**src/rtl/branch_predictor.sv**
```systemverilog
// Fetch-side branch predictor: direct-mapped 2-bit counters with a tagged BTB and registered redirect.
// Define BP_STATS_EN to build the resolved-branch and misprediction counters.
module branch_predictor #(
    parameter int unsigned IDX_BITS = 6,
    parameter int unsigned TAG_BITS = 8,
    parameter int unsigned XLEN     = 32
) (
    input  logic            clk,
    input  logic            reset,
    output logic            ready,
    input  logic            pred_valid,
    input  logic [XLEN-1:0] pred_pc,
    output logic            pred_resp_valid,
    output logic            pred_taken,
    output logic [XLEN-1:0] pred_target,
    input  logic            res_valid,
    input  logic [XLEN-1:0] res_pc,
    input  logic            res_taken,
    input  logic [XLEN-1:0] res_target,
    input  logic            res_pred_taken,
    input  logic [XLEN-1:0] res_pred_target,
    output logic            mispredict,
    output logic [XLEN-1:0] redirect_pc,
    output logic [31:0]     stat_branches,
    output logic [31:0]     stat_mispredicts
);
    localparam int unsigned Entries = 1 << IDX_BITS;

    typedef enum logic [0:0] {StInit, StRun} state_e;

    state_e              state_q;
    logic [IDX_BITS-1:0] sweep_q;
    logic                ready_q;
    logic                resp_valid_q;
    logic                taken_q;
    logic [XLEN-1:0]     target_q;
    logic                mis_q;
    logic [XLEN-1:0]     redirect_q;

    logic                valid_q [Entries];
    logic [1:0]          ctr_q   [Entries];
    logic [TAG_BITS-1:0] tag_q   [Entries];
    logic [XLEN-1:0]     btb_q   [Entries];

    logic [IDX_BITS-1:0] lk_idx, rs_idx;
    logic [TAG_BITS-1:0] lk_tag, rs_tag;
    logic                lk_hit, lk_taken, rs_hit, rs_mis;
    logic [XLEN-1:0]     lk_target, rs_redirect;

    always_comb begin
        lk_idx      = pred_pc[IDX_BITS+1:2];
        lk_tag      = pred_pc[IDX_BITS+TAG_BITS+1:IDX_BITS+2];
        rs_idx      = res_pc[IDX_BITS+1:2];
        rs_tag      = res_pc[IDX_BITS+TAG_BITS+1:IDX_BITS+2];
        lk_hit      = valid_q[lk_idx] && (tag_q[lk_idx] == lk_tag);
        lk_taken    = ready_q && lk_hit && ctr_q[lk_idx][1];
        lk_target   = lk_taken ? btb_q[lk_idx] : pred_pc + XLEN'(4);
        rs_hit      = valid_q[rs_idx] && (tag_q[rs_idx] == rs_tag);
        rs_mis      = (res_taken != res_pred_taken)
                   || (res_taken && (res_target != res_pred_target));
        rs_redirect = res_taken ? res_target : res_pc + XLEN'(4);
    end

    always_ff @(posedge clk) begin
        if (reset) begin
            state_q      <= StInit;
            sweep_q      <= '0;
            ready_q      <= 1'b0;
            resp_valid_q <= 1'b0;
            taken_q      <= 1'b0;
            target_q     <= '0;
            mis_q        <= 1'b0;
            redirect_q   <= '0;
        end else begin
            case (state_q)
                StInit: begin
                    sweep_q <= sweep_q + 1'b1;
                    if (&sweep_q) begin
                        state_q <= StRun;
                        ready_q <= 1'b1;
                    end
                end
                StRun:   state_q <= StRun;
                default: state_q <= StInit;
            endcase
            resp_valid_q <= pred_valid;
            taken_q      <= lk_taken;
            target_q     <= lk_target;
            mis_q        <= res_valid && rs_mis;
            if (res_valid && rs_mis) begin
                redirect_q <= rs_redirect;
            end
        end
    end

    // Table storage is cleared by the INIT sweep rather than by reset itself.
    always_ff @(posedge clk) begin
        if (!reset) begin
            if (state_q == StInit) begin
                valid_q[sweep_q] <= 1'b0;
                ctr_q[sweep_q]   <= 2'b01;
                tag_q[sweep_q]   <= '0;
                btb_q[sweep_q]   <= '0;
            end else if (res_valid) begin
                if (rs_hit) begin
                    if (res_taken) begin
                        btb_q[rs_idx] <= res_target;
                        if (ctr_q[rs_idx] != 2'b11) begin
                            ctr_q[rs_idx] <= ctr_q[rs_idx] + 2'd1;
                        end
                    end else if (ctr_q[rs_idx] != 2'b00) begin
                        ctr_q[rs_idx] <= ctr_q[rs_idx] - 2'd1;
                    end
                end else if (res_taken) begin
                    valid_q[rs_idx] <= 1'b1;
                    tag_q[rs_idx]   <= rs_tag;
                    btb_q[rs_idx]   <= res_target;
                    ctr_q[rs_idx]   <= 2'b10;
                end
            end
        end
    end

`ifdef BP_STATS_EN
    logic [31:0] stat_br_q, stat_mis_q;

    always_ff @(posedge clk) begin
        if (reset) begin
            stat_br_q  <= '0;
            stat_mis_q <= '0;
        end else if (res_valid) begin
            stat_br_q <= stat_br_q + 32'd1;
            if (rs_mis) begin
                stat_mis_q <= stat_mis_q + 32'd1;
            end
        end
    end

    assign stat_branches    = stat_br_q;
    assign stat_mispredicts = stat_mis_q;
`else
    assign stat_branches    = '0;
    assign stat_mispredicts = '0;
`endif

    assign ready           = ready_q;
    assign pred_resp_valid = resp_valid_q;
    assign pred_taken      = taken_q;
    assign pred_target     = target_q;
    assign mispredict      = mis_q;
    assign redirect_pc     = redirect_q;

endmodule
```
**config.mk**
```make
export PLATFORM = sky130hd
export DESIGN_NAME = branch_predictor
export DESIGN_NICKNAME = d
export VERILOG_FILES = /design/src/rtl/branch_predictor.sv
export SDC_FILE = /design/constraint.sdc
export NUM_CORES = 2
export LEC_CHECK = 0
export BUFFER_PORTS_ARGS = -buffer_cell sky130_fd_sc_hd__buf_4
export CORE_MARGIN = 2
export CORE_UTILIZATION = 50
export CTS_BUF_LIST = sky130_fd_sc_hd__clkbuf_4
export DETAILED_ROUTE_END_ITERATION = 6
export GPL_TIMING_DRIVEN = 0
export PLACE_DENSITY = 0.67
export SLEW_MARGIN = 20
export SYNTH_ARGS = -nofsm -noshare
export SYNTH_HDL_FRONTEND = slang
export SYNTH_SLANG_ARGS = --single-unit
```
**constraint.sdc**
```tcl
create_clock -name clk -period 7.35 [get_ports clk]
set_clock_uncertainty 0.2 [all_clocks]
set_input_delay 0.735 -clock clk [delete_from_list [all_inputs] [get_ports clk]]
set_output_delay 0.735 -clock clk [all_outputs]
set_load 0.02 [all_outputs]
```
# --- Word-level counts from Yosys, hierarchy flattened ---
# Memories as Yosys holds them, arrays and structs flattened.
# Cells that the tools add are included.
classes:
  eq_ne: 5
  n_mux: 47
  n_bitwise: 4
  n_reduce_logical: 14
  multipliers: 0
  div: 0
  shift: 0
  n_addsub: 5
  n_lt_le_gt_ge: 0
op_table:
  columns: ["operator", "n"]
  rows:
  - ["$mux W32", 4]
  - ["$add A32 B3 Y32 const B", 2]
  - ["$mux W1", 34]
  - ["$ne A32 B32 Y1", 1]
  - ["$reduce_or A32 Y1", 1]
  - ["$mux W6", 4]
  - ["$eq A8 B8 Y1", 2]
  - ["$mux W8", 1]
  - ["$reduce_or A8 Y1", 1]
  - ["$reduce_and A7 Y1", 1]
  - ["$add A6 B1 Y6 const B", 1]
  - ["$logic_and A1 B1 Y1", 6]
  - ["$mux W2", 3]
  - ["$reduce_and A6 Y1", 1]
  - ["$or A1 B1 Y1", 3]
  - ["$add A2 B1 Y2 const B", 1]
  - ["$ne A2 B2 Y1 const B", 1]
  - ["$pmux W1 S2", 1]
  - ["$reduce_bool A2 Y1", 1]
  - ["$reduce_or A2 Y1", 1]
  - ["$sub A2 B1 Y2 const B", 1]
  - ["$logic_or A1 B1 Y1", 1]
  - ["$ne A1 B1 Y1", 1]
  - ["$not A1 Y1", 1]
  - ["$reduce_or A1 Y1", 1]
word_totals:
  out_inout_bits: 132
  ramBits: 2752
  latch_bits: 0
  romBits: 0
  wordCells: 87
  regBits: 75
  in_bits: 134
  memories: 4
mem_list:
  columns: ["name", "words", "width", "rd", "rd_clocked_by_memory_dff", "write_ports", "line_no", "rtl"]
  rows:
  - ["btb_q", 64, 32, 1, 0, 1, "43", "logic [XLEN-1:0] btb_q [Entries];"]
  - ["tag_q", 64, 8, 2, 0, 1, "42", "logic [TAG_BITS-1:0] tag_q [Entries];"]
  - ["ctr_q", 64, 2, 2, 0, 1, "41", "logic [1:0] ctr_q [Entries];"]
  - ["valid_q", 64, 1, 2, 0, 1, "40", "logic valid_q [Entries];"]

# --- Logic depth before layout (Yosys ltp) ---
# An unclocked memory read counts as a cell.
logic_depth:
  word_depth: 13
  ltp_mapped: 18
  ltp_nobuf: 10

# --- Worst setup path before layout ---
# Ideal clock, no wire load.
synth_timing:
  path_type: "input to register"
  startpoint: "input port res_pc[2]"
  endpoint: "memory ctr_q[0][0], data pin"
  stages: 14
  setup_time_ns: 0.531
  slack_ns: 0.813
  required_time_ns: 6.619
  n_path_buf: 5
  arrival_time_ns: 5.807
  path_cell_list: "buf_6 buf_6 buf_4 mux4_2 a22oi_1 nand2_1 xor2_1 o21ai_0 o2111ai_1 nor4_4 a21oi_2 buf_2 clkbuf_1 o21bai_1"
synth_between:
  elab_chain_len: 13
  elab_cells_between_ends: 34
  cone_classes: "add/sub (2); eq/ne (2); mux (22); bitwise (2); reduce/logical (3); memory (3)"
synth_rtl:
  columns: ["item", "line_no", "rtl"]
  rows:
  - ["from (decl)", "17", "input logic [XLEN-1:0] res_pc,"]
  - ["$mem_v2 Z64 W2", null, null]
  - ["$ne A2 B2 Y1 / $reduce_bool A2 Y1 (equally long branches)", "108, 111", null]
  - ["$mux W1 (on tied branches)", "108, 111", null]
  - ["$mux W1", "106", "if (res_taken) begin"]
  - ["$mux W1", "105", "if (rs_hit) begin"]
  - ["$mux W1", "104", "end else if (res_valid) begin"]
  - ["$mux W1", "99", "if (state_q == StInit) begin"]
  - ["$mux W1", "98", "if (!reset) begin"]
  - ["$mux W1 (on tied branches)", "109, 112", null]
  - ["$or A1 B1 Y1 (no source line) (2 in a row)", null, null]
  - ["$reduce_or A2 Y1 (no source line)", null, null]
  - ["$mux W2 (no source line) *", null, null]
  - ["to (decl)", "41", null]
# Mark *: on every way between the ends. The rest lies on a longest branch, timed or not.

# --- Worst setup path after layout ---
layout_timing:
  startpoint: "input port pred_pc[3]"
  endpoint: "register target_q[27], in the netlist pred_target[27]"
layout_between:
  elab_chain_len: 6
  elab_cells_between_ends: 10
  cone_classes: "add/sub (1); eq/ne (1); mux (1); reduce/logical (3); memory (4)"
layout_rtl:
  columns: ["item", "line_no", "rtl"]
  rows:
  - ["from (decl)", "12", "input logic [XLEN-1:0] pred_pc,"]
  - ["$mem_v2 Z64 W8", null, null]
  - ["$eq A8 B8 Y1", "55", "lk_hit = valid_q[lk_idx] && (tag_q[lk_idx] == lk_tag);"]
  - ["$logic_and A1 B1 Y1", "55", null]
  - ["$logic_and A1 B1 Y1 (2 in a row)", "56", "lk_taken = ready_q && lk_hit && ctr_q[lk_idx][1];"]
  - ["$mux W32 *", "57", "lk_target = lk_taken ? btb_q[lk_idx] : pred_pc + XLEN'(4);"]
  - ["to (signal assigned)", "88", "target_q <= lk_target;"]
  - ["to (decl)", "36", "logic [XLEN-1:0] target_q;"]
# Marks and branches as above.
# A chain may end at the register's enable or synchronous reset.

==> impl_metrics.py <==
metrics = {
    "worst_setup_path": {
        "r2r_end": "tag_q[3][6]",
        "cp_data_required_time_ps": 8470,
        "worst-path-max-fanout": 10,
        "critical_path_arrival_ps": 8500,
        "cp-end-kind": "flop",
        "r2r_cells": 12,
        "critical_path_class": "in2reg",
        "ff2ff_setup_slack_ps": 1270,
        "cp_slowest_cell": "buf_2",
        "max_stage_delay_ps": 620,
        "startpoint_type": "primary input",
        "cpMostUsedCell": "buf_2",
        "crit_buf_inv": 11,
        "critical_path.top_delay_family": "buffers and inverters",
        "reg2reg_from": "tag_q[0][7]",
        "path_cells": "dlygate4sd3_1 > buf_4 > buf_2 > buf_2 > buf_2 > buf_2 > buf_2 > clkbuf_4 > nand4_1 > nor2_1 > nand3_1 > nor2_2 > nand2_1 > xor2_1 > dlygate4sd3_1 > nor2_1 > dlygate4sd3_1 > a21oi_1 > nor2_1 > dlygate4sd3_1",
    },
    "sta": {
        "finalMaxSlewViolations": 0,
        "worst_pin_slew_ps": 1342,
        "setup_viol": 1,
        "setup_ws_ps": -20.61,
        "slew_headroom_pct": 10.54,
        "fin_crit_sh_pct": 100.3,
        "grt_setup_unrepaired": "false",
        "hold_viol_final": 0,
        "hold_slack_ps": 122.9,
        "fin_setup_tns_ps": -20.61,
        "fmax_ghz": 0.1357,
        "fin_crit_ps": 7371,
    },
    "place": {
        "place.gp.congestion": 0.9641,
        "dp_hpwl_mm": 257.7,
        "numPortBuffers": 193,
    },
    "outcome": {
        "violations": "setup timing",
        "status": "finished, violations left",
    },
    "clocking": {
        "numCtsBuffers": 723,
        "clk-insertion-delay-late_ps": 1440,
        "cts_root_buf": "clkbuf_4",
        "cts_sinks": 2827,
        "cts_tree": "done",
        "cts_setup_buffers": 0,
        "max-clock-path-buffers": 4,
        "cts.reportedPaths.clkPinSlew_ps": 70,
        "htreeDepth": 6,
    },
    "layout": {
        "regArea_um2": 84140,
        "fillers": 16874,
        "syn_to_final_growth_pct": 17.84,
        "fin_nets": 7038,
        "multiInputGateArea_um2": 31430,
        "drive_gt1_share_pct": 39.20,
    },
    "global_route": {
        "grt_pass1_wl_mm": 517.4,
        "grt_pass1_vias": 67925,
        "grtUsageTotal_pct": 31.76,
        "antenna_found_initial": 23,
        "grt_overflow": 0,
        "grt_max_degree": 74,
    },
    "die": {
        "num_io_pins": 266,
        "die_y_um": 486.6,
        "die_x_um": 486.6,
        "rows": 177,
        "dieArea_um2": 236800,
        "start_util_pct": 50.18,
        "coreArea_um2": 232100,
    },
    "yosys": {
        "syn_inst": 5524,
        "yosysSeqAreaShare_pct": 72.24,
        "synth_edf_count": 2752,
        "avgSynthCellArea_um2": 21.08,
        "ys_warn_count": 0,
        "ys.flop_type": "edfxtp_1",
        "synthXorXnorAreaFrac_pct": 0.8046,
        "synth_top_family_by_area": "multiplexers",
        "ys_seq_elements": 2827,
        "ys_types": 67,
        "yosys.area_share.simple_pct": 2.705,
        "synthAdderAreaFrac_pct": 0.03223,
        "synth_compound_area_share_pct": 1.990,
        "ys_async_sr_fraction_pct": 0,
        "muxShareOfSynthArea_pct": 20.44,
        "netlist_area_um2": 116500,
    },
    "drt": {
        "first_iter_violations": 10053,
        "post_drt_wl_per_cell_um": 36.01,
        "vias_per_cell": 6.528,
        "final_antenna_net_count": 0,
        "vias": 68302,
        "drt-total-wl_mm": 376.8,
        "drt-pass1-iter-count": 7,
        "route.detailed.drc": 0,
    },
    "power_and_ir_drop": {
        "p_comb_share_pct": 5.6,
        "p_sw_share_pct": 23.36,
        "clkPwrFrac_pct": 40.3,
        "ir_drop_mv": 0.2171,
        "power_frac_seq_pct": 54.1,
        "p_per_area_nw_per_um2": 235.9,
        "switchingPower_uw": 7566,
        "p_leak_uw": 0.05064,
        "p_int_uw": 24820,
    },
    "min_path": {
        "hold_path_class": "in2reg",
        "hold_path_depth": 6,
        "hold_start": "res_pc[21]",
        "min_to": "redirect_pc[21]",
    },
    "run": {
        "drv_cap": 0,
    },
}
-- per-stage QoR --
step                setup WS, ps  cells  power (µW)  util, %  cell area, µm²
detailed placement        -743.7   9031       19540    54.54          126600
CTS                        121.0  10443       32430    59.09          137100
global route               59.49  10455       33310    59.13          137200
finish                    -20.61  10463       32380    59.14          137200
global placement           -4295   8823       19500    52.55          122000
floorplan                  812.6   5587       18780        -          116700
-- cells in the mapped netlist, types with 13 or more instances --
library cell / instances / area share (%)
edfxtp_1: 2752 / 71
mux4_2: 978 / 19
nor2_1: 233 / 0.75
clkbuf_1: 193 / 0.62
nand2_1: 166 / 0.53
mux2i_1: 162 / 1.4
buf_4: 86 / 0.55
nand3_1: 81 / 0.35
o21ai_0: 80 / 0.34
dfxtp_1: 75 / 1.3
xor2_1: 66 / 0.50
a21oi_1: 63 / 0.27
buf_1: 59 / 0.19
buf_2: 45 / 0.19
nor3_1: 45 / 0.19
o32ai_1: 45 / 0.34
and3_1: 44 / 0.24
a22oi_1: 42 / 0.27
xnor2_1: 41 / 0.31
nand4_1: 19 / 0.10
nor2b_1: 18 / 0.097
and2_1: 17 / 0.091
a221oi_1: 16 / 0.12
o22ai_1: 16 / 0.086
buf_6: 14 / 0.14
o221ai_1: 14 / 0.11
mux2_2: 13 / 0.13
-- placed cells by master, fill, tap and decap left out, types with 16 or more instances in the layout --
cell / Yosys / final
nand4_1: 19 / 19
clkbuf_1: 193 / 151
o32ai_1: 45 / 44
xnor2_1: 41 / 41
buf_1: 59 / 25
nor2_2: 0 / 29
nor2b_1: 18 / 18
nor2_4: 0 / 58
xor2_1: 66 / 66
clkinv_1: 0 / 151
mux2i_1: 162 / 161
a221oi_1: 16 / 16
buf_4: 86 / 335
dfxtp_1: 75 / 75
o21ai_0: 80 / 78
diode_2: 0 / 17
edfxtp_1: 2752 / 2752
nand2_1: 166 / 166
clkbuf_4: 0 / 1035
buf_16: 0 / 50
a21oi_1: 63 / 60
and3_4: 0 / 17
mux4_2: 978 / 978
conb_1: 1 / 64
nand3_1: 81 / 81
clkinv_2: 0 / 19
buf_6: 14 / 38
nor3_2: 0 / 34
buf_2: 45 / 71
nor2_1: 233 / 146
a22oi_1: 42 / 42
dlygate4sd3_1: 0 / 185
clkbuf_2: 0 / 48
buf_12: 0 / 73
-- power by group through the flow --
| stage | logic [µW] | registers, µW | clock network, µW |
|---|---|---|---|
| floorplan | 912 | 17900 | 0 |
| global placement | 1640 | 17900 | 0 |
| detailed placement | 1680 | 17900 | 0 |
| CTS | 1780 | 17500 | 13100 |
| global route | 1850 | 17500 | 14000 |
| finish | 1820 | 17500 | 13100 |
-- per-layer routing --
layer	track usage (%)	wire [µm]
met1	39.74	127700
met2	51.31	182900
met3	7.135	40600
met4	18.52	25520
met5	0	56
-- state kept, by name, indices dropped and copies added, names as in the netlist, 6 cells and up --
| name | count |
|---|---|
| btb_q | 2048 |
| ctr_q | 128 |
| pred_target | 32 |
| redirect_pc | 32 |
| sweep_q | 6 |
| tag_q | 512 |
| valid_q | 64 |
-- final cells by class --
| class | count | share of cell area [%] |
|---|---|---|
| inverters | 15 | 0.04102 |
| multi-input cells | 2345 | 22.90 |
| clock inverters | 195 | 0.7029 |
| plain buffers | 400 | 1.544 |
| flip-flops and latches | 2827 | 61.31 |
| repair buffers | 589 | 5.058 |
| clock buffers | 1032 | 5.645 |
| diodes | 17 | 0.03100 |
| well taps | 3043 | 2.774 |
-- worst max-delay path by stage --
stage                           from  slack (ps)               to  cells after the start
after global placement     res_pc[3]       -4290     ctr_q[46][0]                     13
final                     pred_pc[3]         -20  pred_target[27]                     20
after floorplan            res_pc[2]         810      ctr_q[0][0]                     14
after global routing      pred_pc[2]          60  pred_target[27]                     22
after detailed placement   res_pc[3]        -740     ctr_q[54][0]                     15
after CTS                 pred_pc[3]         120  pred_target[31]                     20
-- worst reg2reg max path, stage by stage, from the launching register on --
cell and delay (ps):
edfxtp_1 390, mux4_2 460, nand2_1 90, a21oi_1 90, a2111oi_1 940, nor2_1 290
a22oi_1 260, a21oi_1 370, a21oi_2 570, buf_2 430, clkbuf_4 750, and2_2 750
buf_16 250
-- cell families after synthesis --
group                      count (synthesis)
AOI/OAI and AO/OA                        340
xor gates and xnor gates                 107
other                                      1
buffers and inverters                    415
DFF                                     2827
muxes                                   1154
adders and majority gates                  3
and+or+nand+nor                          677
-- repair_timing --
| action | CTS | global route |
|---|---|---|
| setup endpoints to repair | 0 | 2 |
| gates resized for setup | 0 | 3 |
| hold buffers | 185 | 0 |
| hold endpoints to repair | 2204 | 0 |
Power figures use the tool's default switching activity.
